<file path="src/rtl/riscv_main_decoder.sv">
// rtl/riscv_main_decoder.sv - registered RV32I main control decoder with stall/flush
module riscv_main_decoder (
    input  logic       clk,
    input  logic       reset,
    input  logic [6:0] opcode,
    input  logic       stall,
    input  logic       flush,
    output logic       ALUSrc,
    output logic       MemtoReg,
    output logic       RegWrite,
    output logic       MemRead,
    output logic       MemWrite,
    output logic       Branch,
    output logic       Jump,
    output logic [1:0] ALUop,
    output logic       Illegal
);

    localparam logic [6:0] OP_RTYPE  = 7'b0110011;
    localparam logic [6:0] OP_ITYPE  = 7'b0010011;
    localparam logic [6:0] OP_LOAD   = 7'b0000011;
    localparam logic [6:0] OP_STORE  = 7'b0100011;
    localparam logic [6:0] OP_BRANCH = 7'b1100011;
    localparam logic [6:0] OP_JAL    = 7'b1101111;
    localparam logic [6:0] OP_JALR   = 7'b1100111;
    localparam logic [6:0] OP_LUI    = 7'b0110111;
    localparam logic [6:0] OP_AUIPC  = 7'b0010111;

    typedef struct packed {
        logic       alu_src;
        logic       mem_to_reg;
        logic       reg_write;
        logic       mem_read;
        logic       mem_write;
        logic       branch;
        logic       jump;
        logic [1:0] alu_op;
        logic       illegal;
    } ctrl_t;

    ctrl_t dec_ctrl;
    ctrl_t ctrl_d;
    ctrl_t ctrl_q;

    always_comb begin
        dec_ctrl = '0;
        unique case (opcode)
            OP_RTYPE: begin
                dec_ctrl.reg_write = 1'b1;
                dec_ctrl.alu_op    = 2'b10;
            end
            OP_ITYPE: begin
                dec_ctrl.alu_src   = 1'b1;
                dec_ctrl.reg_write = 1'b1;
                dec_ctrl.alu_op    = 2'b11;
            end
            OP_LOAD: begin
                dec_ctrl.alu_src    = 1'b1;
                dec_ctrl.mem_to_reg = 1'b1;
                dec_ctrl.reg_write  = 1'b1;
                dec_ctrl.mem_read   = 1'b1;
            end
            OP_STORE: begin
                dec_ctrl.alu_src   = 1'b1;
                dec_ctrl.mem_write = 1'b1;
            end
            OP_BRANCH: begin
                dec_ctrl.branch = 1'b1;
                dec_ctrl.alu_op = 2'b01;
            end
            OP_JAL: begin
                dec_ctrl.reg_write = 1'b1;
                dec_ctrl.jump      = 1'b1;
            end
            OP_JALR: begin
                dec_ctrl.alu_src   = 1'b1;
                dec_ctrl.reg_write = 1'b1;
                dec_ctrl.jump      = 1'b1;
            end
            OP_LUI, OP_AUIPC: begin
                dec_ctrl.alu_src   = 1'b1;
                dec_ctrl.reg_write = 1'b1;
            end
            default: dec_ctrl.illegal = 1'b1;
        endcase
    end

    // Flush outranks stall so a bubble can be injected into a held slot.
    always_comb begin
        ctrl_d = ctrl_q;
        if (flush) begin
            ctrl_d = '0;
        end else if (!stall) begin
            ctrl_d = dec_ctrl;
        end
    end

    always_ff @(posedge clk or negedge reset) begin
        if (!reset) begin
            ctrl_q <= '0;
        end else begin
            ctrl_q <= ctrl_d;
        end
    end

    assign ALUSrc   = ctrl_q.alu_src;
    assign MemtoReg = ctrl_q.mem_to_reg;
    assign RegWrite = ctrl_q.reg_write;
    assign MemRead  = ctrl_q.mem_read;
    assign MemWrite = ctrl_q.mem_write;
    assign Branch   = ctrl_q.branch;
    assign Jump     = ctrl_q.jump;
    assign ALUop    = ctrl_q.alu_op;
    assign Illegal  = ctrl_q.illegal;

endmodule

</file>
<file path="config.mk">
export PLATFORM = sky130hd
export DESIGN_NAME = riscv_main_decoder
export DESIGN_NICKNAME = d
export VERILOG_FILES = /design/src/rtl/riscv_main_decoder.sv
export SDC_FILE = /design/constraint.sdc
export NUM_CORES = 1
export LEC_CHECK = 0
export CORE_AREA = 2 2 39 41
export DETAILED_ROUTE_END_ITERATION = 6
export DIE_AREA = 0 0 41 43
export PLACE_DENSITY = 0.83
export SETUP_SLACK_MARGIN = 0.15
export SLEW_MARGIN = 20
export SYNTH_ARGS = -nofsm -noshare
export SYNTH_HDL_FRONTEND = slang
export SYNTH_SLANG_ARGS = --single-unit
</file>
<file path="constraint.sdc">
create_clock -name clk -period 0.9 [get_ports clk]
set_clock_uncertainty 0.05 [all_clocks]
set_input_delay 0.18 -clock clk [delete_from_list [all_inputs] [get_ports clk]]
set_output_delay 0.18 -clock clk [all_outputs]
set_load 0.02 [all_outputs]
</file>
==> impl_results.html <==
<table>
<tr><th>Metric</th><th>Value</th></tr>
<tr><th colspan="2">Synth</th></tr>
<tr><td>Async set-or-reset flop fraction in the synthesized netlist</td><td>100%</td></tr>
<tr><td>Complex-gate fraction of the synthesized area</td><td>between 20% and 30%</td></tr>
<tr><td>Most frequent cell after synthesis</td><td>sky130_fd_sc_hd__dfrtp_1</td></tr>
<tr><td>XOR/XNOR Fraction of Synth Area</td><td>0%</td></tr>
<tr><td>Total nets after synthesis</td><td>62</td></tr>
<tr><td>Yosys warnings</td><td>0</td></tr>
<tr><td>Distinct cell type count after synthesis</td><td>26</td></tr>
<tr><td>Cell types with the largest area share after synthesis</td><td>sky130_fd_sc_hd__dfrtp_1 (44%), sky130_fd_sc_hd__nor2_1 (5.2%), sky130_fd_sc_hd__a32oi_1 (5.2%)</td></tr>
<tr><td>Largest area contributor in the netlist</td><td>sky130_fd_sc_hd__dfrtp_1</td></tr>
<tr><td>Most used flip-flop cell after synthesis</td><td>sky130_fd_sc_hd__dfrtp_1</td></tr>
<tr><td>Netlist Area Pre-Place</td><td>508 um2</td></tr>
<tr><td>Synthesized area per cell</td><td>around 10 um2</td></tr>
<tr><td>Top post-synthesis cells by count</td><td>sky130_fd_sc_hd__dfrtp_1 (9), sky130_fd_sc_hd__nor2_1 (7), sky130_fd_sc_hd__a21oi_1 (3), sky130_fd_sc_hd__a32oi_1 (3), sky130_fd_sc_hd__nand2_1 (3)</td></tr>
<tr><td>Register area share after synthesis</td><td>about 44%</td></tr>
<tr><td>Mux contribution to synthesized area</td><td>0%</td></tr>
<tr><td>Combinational family with the most area after synthesis</td><td>simple AND/OR/NAND/NOR gates</td></tr>
<tr><td>Number of instances in the synthesized netlist</td><td>51</td></tr>
<tr><td>Post-synthesis share of cell area spent on full adders, half adders and majority gates</td><td>0%</td></tr>
<tr><td>Number of enable-type register cells in the synthesized netlist</td><td>0</td></tr>
<tr><td>Basic-gate share of the synthesized area counting and, or, nand and nor cells</td><td>28.3%</td></tr>
<tr><td>Post-synth top area share</td><td>44.3%</td></tr>
<tr><td>Post-synthesis sequential element count</td><td>9</td></tr>
<tr><th colspan="2">Timing</th></tr>
<tr><td>Minimum clock period</td><td>1.07 ns</td></tr>
<tr><td>Highest clock rate</td><td>about 940 MHz</td></tr>
<tr><td>Max Transition Viols Final</td><td>0</td></tr>
<tr><td>Crit path setup slack, layout</td><td>-0.166 ns</td></tr>
<tr><td>Smallest hold slack</td><td>between 0.15 and 0.2 ns</td></tr>
<tr><td>Transition at the pin with the smallest max-transition slack</td><td>~0.30 ns</td></tr>
<tr><td>Worst slew margin relative to its limit</td><td>roughly 80%</td></tr>
<tr><td>Unrepaired setup endpoints after global routing</td><td>true</td></tr>
<tr><td>Final count of hold timing violations</td><td>0</td></tr>
<tr><td>Final period util</td><td>118%</td></tr>
<tr><td>Total setup violations reported at the end of the flow</td><td>13</td></tr>
<tr><td>Final-layout setup total negative slack</td><td>-1.52 ns</td></tr>
<tr><th colspan="2">Clock tree</th></tr>
<tr><td>Total of hold buffers inserted after clock tree synthesis</td><td>0</td></tr>
<tr><td>Worst-skew pair later-pin latency</td><td>around 0.26 ns</td></tr>
<tr><td>Level count of the clock H-tree</td><td>1</td></tr>
<tr><td>Clk sink count</td><td>9</td></tr>
<tr><td>Cts bufs inserted</td><td>3</td></tr>
<tr><td>Clock-pin slew of the registers on the worst-case setup and hold paths</td><td>roughly 0.060 ns</td></tr>
<tr><td>Clock Path Buffers</td><td>2</td></tr>
<tr><td>Clock tree from TritonCTS</td><td>done</td></tr>
<tr><td>Cell at the root of the clock tree</td><td>sky130_fd_sc_hd__clkbuf_4</td></tr>
<tr><th colspan="2">Floorplan</th></tr>
<tr><td>Area enclosed by the die boundary</td><td>1760 um2</td></tr>
<tr><td>Die height</td><td>about 43 um</td></tr>
<tr><td>Core Region</td><td>approximately 1400 um2</td></tr>
<tr><td>Effective utilization at floorplan</td><td>a little under two fifths</td></tr>
<tr><td>Die Wd</td><td>41 um</td></tr>
<tr><td>I/O Pins</td><td>21</td></tr>
<tr><td>Standard-cell rows</td><td>14</td></tr>
<tr><th colspan="2">Run</th></tr>
<tr><td>Number of max-cap violations</td><td>0</td></tr>
<tr><th colspan="2">Power and ir drop</th></tr>
<tr><td>Static power due to leakage</td><td>~0.48 nW</td></tr>
<tr><td>PwrDens</td><td>just under 1000 nW/um2</td></tr>
<tr><td>Max VDD drop</td><td>about 620 uV</td></tr>
<tr><th colspan="2">Setup path</th></tr>
<tr><td>Crit path required time</td><td>between 0.6 and 0.7 ns</td></tr>
<tr><td>Critical Path Max Stage Delay</td><td>0.43 ns</td></tr>
<tr><td>Type of the worst setup path</td><td>register to output pin</td></tr>
<tr><td>Cell family contributing the most delay on the critical path</td><td>flip-flops</td></tr>
<tr><td>Crit path max-delay cell type</td><td>sky130_fd_sc_hd__dfrtp_2</td></tr>
<tr><td>Number of buffer and inverter instances along the worst setup path</td><td>1</td></tr>
<tr><td>Crit path cell chain</td><td>buf_6</td></tr>
<tr><td>Arrival time of the worst setup path</td><td>0.84 ns</td></tr>
<tr><td>Kind of end point of the critical path</td><td>output pin</td></tr>
<tr><td>Critical-path maximum fanout</td><td>3</td></tr>
<tr><td>Worst setup SP type</td><td>register</td></tr>
<tr><th colspan="2">Drt</th></tr>
<tr><td>Pre-antenna DRT Iters</td><td>4</td></tr>
<tr><td>Routed wirelength normalized by instance count</td><td>approximately 18 um</td></tr>
<tr><td>Average vias per placed instance</td><td>5.52</td></tr>
<tr><td>Total DRC errors in the routed layout</td><td>0</td></tr>
<tr><td>Starting DRT DRC Count</td><td>21</td></tr>
<tr><td>Antenna Violating Nets Remaining</td><td>0</td></tr>
<tr><td>Routed wire length</td><td>between 1500 and 2000 um</td></tr>
<tr><td>Detailed-route via count</td><td>607</td></tr>
<tr><th colspan="2">Placement</th></tr>
<tr><td>Count of input and output buffers</td><td>20</td></tr>
<tr><td>Worst-case setup slack after placement</td><td>-0.616 ns</td></tr>
<tr><td>Sum of net half-perimeters after detailed placement</td><td>approximately 1100 um</td></tr>
<tr><td>Number of instances in the placed design</td><td>~100</td></tr>
<tr><td>Gp weighted congestion</td><td>between 0.8 and 0.9</td></tr>
<tr><td>Cell area after placement</td><td>approximately 860 um2</td></tr>
<tr><th colspan="2">Final layout</th></tr>
<tr><td>Fill count</td><td>97</td></tr>
<tr><td>Ratio of cells with drive above 1 in the final layout</td><td>about 72%</td></tr>
<tr><td>Final design area excluding fillers</td><td>a little over 1000 um2</td></tr>
<tr><td>Non-Filler Instances</td><td>110</td></tr>
<tr><td>Number of diodes</td><td>0</td></tr>
<tr><td>Layout Area Growth over Synthesis</td><td>105%</td></tr>
<tr><td>Number of nets in the layout</td><td>106</td></tr>
<tr><th colspan="2">Global route</th></tr>
<tr><td>Vias in the first global route</td><td>roughly 660</td></tr>
<tr><td>Gr ovfl total</td><td>0</td></tr>
<tr><td>Global-route total usage across every layer</td><td>~26%</td></tr>
<tr><td>First-pass GRT wire length</td><td>2960 um</td></tr>
<tr><td>Number of antenna violations at the first check in global routing</td><td>0</td></tr>
<tr><td>Pin count of the biggest net entering global routing</td><td>10</td></tr>
<tr><th colspan="2">Run status</th></tr>
<tr><td>Violated checks</td><td>negative setup slack</td></tr>
<tr><td>Result of the run</td><td>finished with violations</td></tr>
<tr><th colspan="2">Hold path</th></tr>
<tr><td>Kind of path behind the tightest hold check</td><td>input port to async pin</td></tr>
</table>
[metal layers]
layer | track usage [%] | vias up | part of all wire, %
met5 | 0 | - | 0
met3 | 7.33 | 6 | 5.3
met1 | 27.0 | 290 | 38
li1 | - | 282 | -
met2 | 40.9 | 29 | 54
met4 | 17.3 | 0 | 2.6
[through the flow]
stage | utilization [%] | power [mW]
6_report | 75.1 | 1.01
4_1_cts | 69.3 | 0.993
2_1_floorplan | - | 0.505
5_1_grt | 75.1 | 1.06
3_5_place_dp | 61.8 | 0.649
3_3_place_gp | 61.8 | 0.645
[cell type report]
cell class	count	area, um2	share of cell area, %
repair buffers	42	419	40.3
multi-input cells	38	339	32.6
flip-flops and latches	9	229	22.0
clock buffers	4	26.3	2.53
well taps	16	20.0	1.93
inverters	1	6.26	0.602
[cell families (layout without fill, tap and decap cells)]
logic type,count (synthesis),count (layout)
flip-flops,9,9
AND/OR/NAND/NOR,24,24
buffers and inverters,4,47
AO/OA/AOI/OAI,14,14
[where the power goes]
| group | leakage, nW | total, mW | switching [mW] | internal, mW |
|---|---|---|---|---|
| Clock | 0.0150 | 0.320 | 0.149 | 0.171 |
| Sequential | 0.119 | 0.419 | 0.00653 | 0.412 |
| Combinational | 0.347 | 0.270 | 0.127 | 0.144 |
| Total | 0.481 | 1.01 | 0.282 | 0.727 |
[path summary, 6_finish.rpt]
kind | from | to | slack, ns | cells after the start
max in group asynchronous | reset | MemtoReg$_DFFE_PN0P_ | 0.50 | 2
min reg2reg | MemWrite$_DFFE_PN0P_ | MemWrite$_DFFE_PN0P_ | 0.47 | 1
max reg2reg | Jump$_DFFE_PN0P_ | Jump$_DFFE_PN0P_ | -0.07 | 5
min | reset | RegWrite$_DFFE_PN0P_ | 0.19 | 2
max | MemtoReg$_DFFE_PN0P_ | MemRead | -0.17 | 1
min in group clk | opcode[6] | RegWrite$_DFFE_PN0P_ | 0.24 | 4
[repair_timing]
action	CTS	global route
gates resized for setup	110	17
buffers inserted	4	3
cloned	0	0
hold endpoints to repair	0	0
endpoints found under the setup margin	19	19
pin swaps	17	11
[state kept, by name (all words and copies together) (netlist names)]
register and cells:
Illegal 1, Jump 1, RegWrite 1, ALUop 2, Branch 1, MemWrite 1, ALUSrc 1, MemtoReg 1
[placed cells by master, fill, tap and decap left out, types with 2 or more instances in the layout]
| cell type | count |
|---|---|
| sky130_fd_sc_hd__and3b_2 | 2 |
| sky130_fd_sc_hd__nand2_4 | 2 |
| sky130_fd_sc_hd__clkbuf_4 | 3 |
| sky130_fd_sc_hd__dfrtp_1 | 6 |
| sky130_fd_sc_hd__dfrtp_2 | 3 |
| sky130_fd_sc_hd__a21oi_2 | 2 |
| sky130_fd_sc_hd__a32o_1 | 2 |
| sky130_fd_sc_hd__nor2_4 | 2 |
| sky130_fd_sc_hd__buf_4 | 11 |
| sky130_fd_sc_hd__nor2_1 | 4 |
| sky130_fd_sc_hd__o211ai_1 | 2 |
| sky130_fd_sc_hd__a32oi_2 | 2 |
| sky130_fd_sc_hd__buf_2 | 3 |
| sky130_fd_sc_hd__buf_6 | 24 |
| sky130_fd_sc_hd__nor2_2 | 2 |
| sky130_fd_sc_hd__nor3b_2 | 2 |
Note: power is estimated with default switching activity, not from simulation.
